==> src/rtl/ob_port_arb.sv <==
// ob_port_arb: round-robin command ingress arbiter with uid stamping and unicast/broadcast response routing
package ob_pkg;
  localparam int UID_W = 12;
  typedef struct packed {
    logic [1:0]       op;
    logic [UID_W-1:0] uid;
    logic [15:0]      data;
  } cmd_t;
  typedef struct packed {
    logic [UID_W-1:0] uid;
    logic [15:0]      data;
  } rsp_t;
endpackage

module ob_port_arb
  import ob_pkg::*;
#(
  parameter int N_PORTS = 4,
  parameter int PORT_W  = $clog2(N_PORTS),
  parameter int CNT_W   = 8
) (
  input  logic                 clk,
  input  logic                 rst,
  input  logic [N_PORTS-1:0]   cmd_in_vld,
  input  cmd_t [N_PORTS-1:0]   cmd_in,
  output logic [N_PORTS-1:0]   cmd_in_accept,
  input  logic                 cmd_out_full_r,
  output logic                 cmd_out_vld,
  output cmd_t                 cmd_out,
  input  logic                 rsp_in_vld,
  input  rsp_t                 rsp_in,
  output logic                 rsp_in_pop,
  input  logic [N_PORTS-1:0]   rsp_out_full_r,
  output logic [N_PORTS-1:0]   rsp_out_vld,
  output rsp_t                 rsp_out,
  output logic [CNT_W-1:0]     bad_uid_cnt_r,
  output logic [CNT_W-1:0]     drop_cnt_r
);
  localparam logic [N_PORTS-1:0] ONE = N_PORTS'(1);
  typedef enum logic [1:0] {R_IDLE, R_UNI, R_BCAST} r_state_t;
  logic [PORT_W-1:0]  rr_ptr, gnt, dst;
  logic               gnt_found, free, take, bad;
  cmd_t               stamped;
  r_state_t           r_state;
  logic [N_PORTS-1:0] mask, dlv;
  // Descending scan so the last hit is the port closest to rr_ptr.
  always_comb begin
    gnt_found = 1'b0;
    gnt = rr_ptr;
    for (int k = N_PORTS - 1; k >= 0; k--)
      if (cmd_in_vld[rr_ptr + PORT_W'(k)]) begin
        gnt_found = 1'b1;
        gnt = rr_ptr + PORT_W'(k);
      end
  end
  always_comb begin
    stamped = cmd_in[gnt];
    stamped.uid[UID_W-1 -: PORT_W] = gnt;
  end
  assign free = ~cmd_out_vld | ~cmd_out_full_r;
  assign take = rst & free & gnt_found;
  assign bad = &stamped.uid;
  assign cmd_in_accept = take ? ONE << gnt : '0;
  assign drop_cnt_r = '0;
  always_ff @(posedge clk or negedge rst) begin
    if (!rst) begin
      cmd_out_vld <= 1'b0;
      cmd_out <= '0;
      rr_ptr <= '0;
      bad_uid_cnt_r <= '0;
    end else begin
      if (free) cmd_out_vld <= take & ~bad;
      if (take & ~bad) cmd_out <= stamped;
      if (take) rr_ptr <= gnt + 1'b1;
      if (take & bad & ~&bad_uid_cnt_r) bad_uid_cnt_r <= bad_uid_cnt_r + 1'b1;
    end
  end
  assign rsp_in_pop = rst & (r_state == R_IDLE) & rsp_in_vld;
  always_comb
    dlv = ~rst ? '0 :
          r_state == R_UNI   ? (ONE << dst) & ~rsp_out_full_r :
          r_state == R_BCAST ? ~mask & ~rsp_out_full_r : '0;
  assign rsp_out_vld = dlv;
  always_ff @(posedge clk or negedge rst) begin
    if (!rst) begin
      r_state <= R_IDLE;
      rsp_out <= '0;
      dst <= '0;
      mask <= '0;
    end else if (rsp_in_pop) begin
      rsp_out <= rsp_in;
      dst <= rsp_in.uid[UID_W-1 -: PORT_W];
      mask <= '0;
      r_state <= &rsp_in.uid ? R_BCAST : R_UNI;
    end else if (r_state == R_UNI && |dlv) begin
      r_state <= R_IDLE;
    end else if (r_state == R_BCAST) begin
      mask <= mask | dlv;
      if (&(mask | dlv)) r_state <= R_IDLE;
    end
  end
endmodule

==> config.mk <==
export PLATFORM = sky130hd
export DESIGN_NAME = ob_port_arb
export DESIGN_NICKNAME = d
export VERILOG_FILES = /design/src/rtl/ob_port_arb.sv
export SDC_FILE = /design/constraint.sdc
export NUM_CORES = 1
export LEC_CHECK = 0
export BUFFER_PORTS_ARGS = -buffer_cell sky130_fd_sc_hd__buf_2
export CAP_MARGIN = 10
export CORE_MARGIN = 4
export CORE_UTILIZATION = 48
export DETAILED_ROUTE_END_ITERATION = 16
export PLACE_DENSITY = 0.92
export SETUP_SLACK_MARGIN = 0.1
export SLEW_MARGIN = 40
export SYNTH_ARGS = -nofsm -noshare
export SYNTH_HDL_FRONTEND = slang
export SYNTH_SLANG_ARGS = --single-unit
==> constraint.sdc <==
create_clock -name clk -period 7.7 [get_ports clk]
set_input_delay 1.54 -clock clk [delete_from_list [all_inputs] [get_ports clk]]
set_output_delay 1.54 -clock clk [all_outputs]
set_load 0.1 [all_outputs]
-- Word level (Yosys, flattened, before mapping)
Index checks and enable logic that the tools add are counted.
- bits in registers: 77
- bits in latches: 0
- RAM bits: 0
- bits in read-only memories: 0
- input port bits: 160
- output and inout port bits: 84
- memories kept: 0
- add/subtract/negate cells: 5
- multiply operators: 0
- divide/modulo/power cells: 0
- order comparisons: 5
- equality and inequality tests: 3
- shift operators: 2
- mux-type cells: 30
- bitwise gates (word level): 16
- reduce and logical (&&, ||, !) cells: 13
- operators by type and width (operator ; count):
    30-bit binary-select mux with 2-bit select ; 1
    30-bit 2-to-1 mux ; 1
    4-bit 2-to-1 mux ; 7
    12-bit AND reduction ; 2
    2-bit 2-to-1 mux ; 9
    2-bit by 3-bit < comparator with 1-bit output (second input constant) ; 5
    8-bit by 1-bit adder with 8-bit output (second input constant) ; 1
    4-bit AND ; 2
    1-bit binary-select mux with 2-bit select ; 4
    1-bit 2-to-1 mux ; 8
    4-bit NOT ; 2
    8-bit AND reduction ; 1
    1-bit by 2-bit left shift with 4-bit output (first input constant) ; 2
    1-bit AND ; 7
    3-bit nonzero test ; 2
    2-bit by 1-bit adder with 2-bit output (second input constant) ; 2
    2-bit adder (second input constant) ; 2
    4-bit OR ; 1
    2-bit AND reduction ; 2
    4-bit AND reduction ; 1
    4-bit OR reduction ; 1
    1-bit NOT ; 3
    2-bit by 1-bit equality test with 1-bit output (second input constant) ; 1
    2-bit equality test (second input constant) ; 1
    other kinds (6) ; 6

-- Logic depth before layout (Yosys ltp)
- depth in word-level cells: 12
- depth in mapped cells: 13
- depth with buffers taken out: 10

-- Worst setup path after synthesis
Ideal clock, no wire load.
- path kind: input-to-output
- start: in cmd_in_vld[2]
- end: out cmd_in_accept[1]
- data arrival time: 4.148 ns
- required time: 6.160 ns
- setup slack: 2.012 ns
- stages: 10
- path buffers: 4
- cells stage by stage: nor2b_1 -> a2111oi_2 -> nor2_1 -> inv_2 -> buf_6 -> clkbuf_1 -> clkbuf_1 -> clkbuf_1 -> ha_1 -> and2_1
- word-level cells in the longest chain between the ends: 8
- elaborated cells on any way between the ends: 19
- those cells by class: shift: 1; mux: 17; bitwise: 1
- ends and longest elaborated chain (item ; line ; RTL):
    start: declaration ; 24 ; input logic [N_PORTS-1:0] cmd_in_vld,
    1-bit binary-select mux with 2-bit select ; 51 ; if (cmd_in_vld[rr_ptr + PORT_W'(k)]) begin
    1-bit 2-to-1 mux (not written as such) ; 51 ;
    2-bit 2-to-1 mux or 1-bit 2-to-1 mux (tied branches) (4 in series) ; 51 ;
    1-bit by 2-bit left shift with 4-bit output or 1-bit AND (tied branches) ; 63, 61 ;
    4-bit 2-to-1 mux * ; 63 ; assign cmd_in_accept = take ? ONE << gnt : '0;
    end: declaration ; 26 ; output logic [N_PORTS-1:0] cmd_in_accept,
Mark *: on every way between the ends. The rest lies on a longest branch, timed or not. The select of a mux whose other input is x is not followed.

-- Worst setup path after layout
- start: in cmd_in_vld[2]
- end: out cmd_in_accept[3]
Same word-level chain as after synthesis.

==> metrics.log <==
[metrics] Final GP Congestion: 0.925
[metrics] R2R Path End: cmd_out[6]$_DFFE_PN0P_
[metrics] number of global-route vias before repair: 4177
[metrics] NumNets Final: ~820
[metrics] overall via count from detail_route: 4092
[metrics] count of flip-flops with a built-in enable after synthesis: 0
[metrics] most prevalent standard cell on the critical path: sky130_fd_sc_hd__buf_2
[metrics] Die X-Extent: approximately 100 um
[metrics] TritonCTS clock tree: built
[metrics] drt first-iter violations: 170
[metrics] part of the Yosys area used for sequential elements: between 40% and 50%
[metrics] end of the critical path: cmd_in_accept[3]
[metrics] worst setup path category: input pin to primary output
[metrics] port bufs: ~230
[metrics] final max-slew violation count: 0
[metrics] standard-cell row count: 33
[metrics] antenna violations before repair: 0
[metrics] CTS H-tree lvls: 3
[metrics] sum of negative setup slack: 0 ps
[metrics] total number of yosys warnings: 0
[metrics] Inserted Diodes: 0
[metrics] most used flip-flop cell after synthesis: sky130_fd_sc_hd__dfrtp_1
[metrics] Num Clock Sinks: 75
[metrics] antenna-violating nets left: 0
[metrics] share of cells above drive strength 1: 46.8%
[metrics] most common library cell in the layout ignoring fill and taps: sky130_fd_sc_hd__buf_2
[metrics] Post-Synthesis Cell Area: between 4000 and 5000 um2
[metrics] Worst-Skew Late Latency: about 330 ps
[metrics] hold buffer count at cts: 0
[metrics] commonest cells after routing, fill and taps aside: sky130_fd_sc_hd__buf_2, sky130_fd_sc_hd__nand2_1, sky130_fd_sc_hd__dfrtp_1
[metrics] number of buffers on the longest clock path: 2
[metrics] number of iterations in the first detailed-routing pass: 4
[metrics] global-route congestion overflow total: 0
[metrics] area of the die: roughly 10000 um2
[metrics] average footprint of a synthesized cell: 9.64 um2
[metrics] crit end category: primary output
[metrics] Hold Crit Class: flop to flop
[metrics] Post-CTS Setup Repair Bufs: 0
[metrics] remaining max-slew budget at the tightest pin: a little over half
[metrics] standard cell core area: between 8000 and 9000 um2
[metrics] Total Wirelength: 12.7 mm
[metrics] FF+latch count, synth: 75
[metrics] Worst EP required: 6160 ps
[metrics] Critical Path Source: cmd_in_vld[2]
[metrics] CP max FO: 34
[metrics] number of hold-slack violations in the final timing report: 0
[metrics] post-synthesis cell type count: 44
[metrics] share of Yosys cell area claimed by the top area cell type: 44.6%
[metrics] FF-to-FF Start: rr_ptr[0]$_DFFE_PN0P_
[metrics] half-perimeter wire length after placement: 9.80 mm
[metrics] synth top area cells: sky130_fd_sc_hd__dfrtp_1, sky130_fd_sc_hd__mux2_2, sky130_fd_sc_hd__nand2_1
[metrics] CP max-delay cell: sky130_fd_sc_hd__inv_2
[metrics] run status: complete, no violations
[metrics] maximum number of pins on one net before global-route repair: between 80 and 90
[metrics] vias per std cell: about 5.3
[metrics] delay contributed by the slowest stage of the critical path: ~450 ps
[metrics] DRC Markers: 0
[metrics] CTS resizes: 0
[metrics] Max Clock Skew: 9.05 ps
[metrics] Starting Density: about half
[metrics] maximum frequency from static timing analysis: 191 MHz
[metrics] number of primary I/O pins: between 200 and 250
[metrics] chip height: ~100 um
[metrics] fin crit share: around two thirds
[metrics] Setup crit start kind: input pin
[metrics] async set or reset register ratio after synthesis: 100%
[metrics] count of endpoints failing setup in the final report: 0
[metrics] total track usage: about a quarter
[metrics] layout-stage area growth over the synthesis result: 32.9%
[metrics] data arrival time of the critical path: between 3000 and 4000 ps
[metrics] post-DR wirelength/cell: about 17 um
[metrics] max-cap check violation count: 0
[metrics] gate count of the mapped netlist: ~440
[metrics] CTS Buf Count: 9
[metrics] depth of the worst register-to-register path: 11
[metrics] first-pass GRT wire length: around 20 mm
[metrics] reg2reg setup slack: 3740 ps
[metrics] root buffer cell: sky130_fd_sc_hd__clkbuf_8
[metrics] RSZ-0062 raised after global routing: false
[metrics] time the final worst path needs with I/O delays and setup: between 5000 and 6000 ps
[metrics] clock transition time at the flip-flop clock pins of the worst setup and hold paths: 80 ps
[metrics] ordered cell list for the critical path: buf_2 > nor2b_1 > a21oi_1 > o221ai_2 > buf_4 > inv_2 > ha_1 > and2_1 > buf_2
[metrics] most area-hungry cell type in the Yosys netlist: sky130_fd_sc_hd__dfrtp_1
[metrics] actual slew at the worst max-slew pin: between 700 and 800 ps
metal layers:
metal	global-route usage, %	wire (um)	part of all wire, %	vias to the layer above
met3	8.20	1310	10	18
met2	43.6	6510	51	210
met5	0	0	0	-
li1	-	-	-	1952
met4	7.06	202	1.6	0
met1	26.8	4680	37	1912
synth_stat cells, types with 3 or more instances:
cell and n:
sky130_fd_sc_hd__nand2_1 112, sky130_fd_sc_hd__dfrtp_1 75, sky130_fd_sc_hd__mux2_2 53, sky130_fd_sc_hd__a31oi_1 18, sky130_fd_sc_hd__and3_1 18, sky130_fd_sc_hd__clkbuf_1 15, sky130_fd_sc_hd__nor2_1 15, sky130_fd_sc_hd__inv_1 11
sky130_fd_sc_hd__mux2i_1 11, sky130_fd_sc_hd__a21oi_1 10, sky130_fd_sc_hd__buf_4 10, sky130_fd_sc_hd__o21ai_0 7, sky130_fd_sc_hd__a32o_1 6, sky130_fd_sc_hd__nand4_1 6, sky130_fd_sc_hd__o22ai_1 6, sky130_fd_sc_hd__ha_1 5
sky130_fd_sc_hd__nand2b_1 5, sky130_fd_sc_hd__xor2_1 5, sky130_fd_sc_hd__and2_1 4, sky130_fd_sc_hd__nor3_1 4, sky130_fd_sc_hd__and3b_1 3, sky130_fd_sc_hd__buf_6 3, sky130_fd_sc_hd__nand3_1 3, sky130_fd_sc_hd__nor2b_1 3
sky130_fd_sc_hd__nor3b_1 3, sky130_fd_sc_hd__nor4_1 3
how the worst min path moves through the flow:
stage	to	slack, ps	start	cells after the start
final	cmd_out_vld$_DFFE_PN0N_	490	cmd_out_vld$_DFFE_PN0N_	2
after global routing	cmd_out[10]$_DFFE_PN0P_	530	cmd_out[10]$_DFFE_PN0P_	1
after CTS	cmd_out_vld$_DFFE_PN0N_	500	cmd_out_vld$_DFFE_PN0N_	2
after detailed placement	cmd_out_vld$_DFFE_PN0N_	470	cmd_out_vld$_DFFE_PN0N_	2
after global placement	cmd_out_vld$_DFFE_PN0N_	470	cmd_out_vld$_DFFE_PN0N_	2
after floorplan	mask[1]$_DFFE_PN0P_	480	mask[1]$_DFFE_PN0P_	2
metrics by stage:
step | std cells | hold slack [ps] | utilization [%] | area (um2) | setup slack, ps
global route | 765 | 525 | 66.8 | 5600 | 2380
global placement | 750 | 466 | 64.2 | 5380 | 2050
CTS | 765 | 497 | 66.8 | 5600 | 1850
floorplan | 444 | 478 | - | 4240 | 2010
finish | 765 | 491 | 66.8 | 5600 | 2480
detailed placement | 750 | 474 | 64.2 | 5380 | 1850
sequential cells by signal, indices dropped and copies added, names as in the netlist:
| signal | count |
|---|---|
| mask | 4 |
| r_state | 2 |
| rr_ptr | 2 |
| cmd_out_vld | 1 |
| rsp_out | 28 |
| bad_uid_cnt_r | 8 |
| cmd_out | 30 |
cell families (layout without fill, tap and decap cells):
group           Yosys count  count (layout)  synth area share, %
buf+inv                  44             260                 5.38
xor+xnor                  6               6                 1.25
other cells               1               8               0.0890
fa+ha+maj                 5               5                 1.49
mux                      65              65                 17.3
compound gates           60              60                 10.2
simple gates            181             181                 19.8
flops                    75              75                 44.6
worst max-delay path, delay by kind of cell:
kind	cells	cell delay, ps
buffers and inverters	4	1250
adders and majority gates	1	270
and+or+nand+nor	2	300
AOI/OAI and AO/OA	2	290
final cells by class:
| class | instances | area, um2 |
|---|---|---|
| Clock buffer | 9 | 124 |
| Fill cell | 647 | 2780 |
| Sequential cell | 75 | 1880 |
| Inverter | 13 | 50.0 |
| Multi-Input combinational cell | 325 | 2150 |
| Timing Repair Buffer | 232 | 1180 |
| Clock inverter | 6 | 90.1 |
| Tap cell | 105 | 131 |
Power is left out: the tool's default activity adds up to more than one toggle a clock period on the data nets, which glitch-free logic cannot reach.
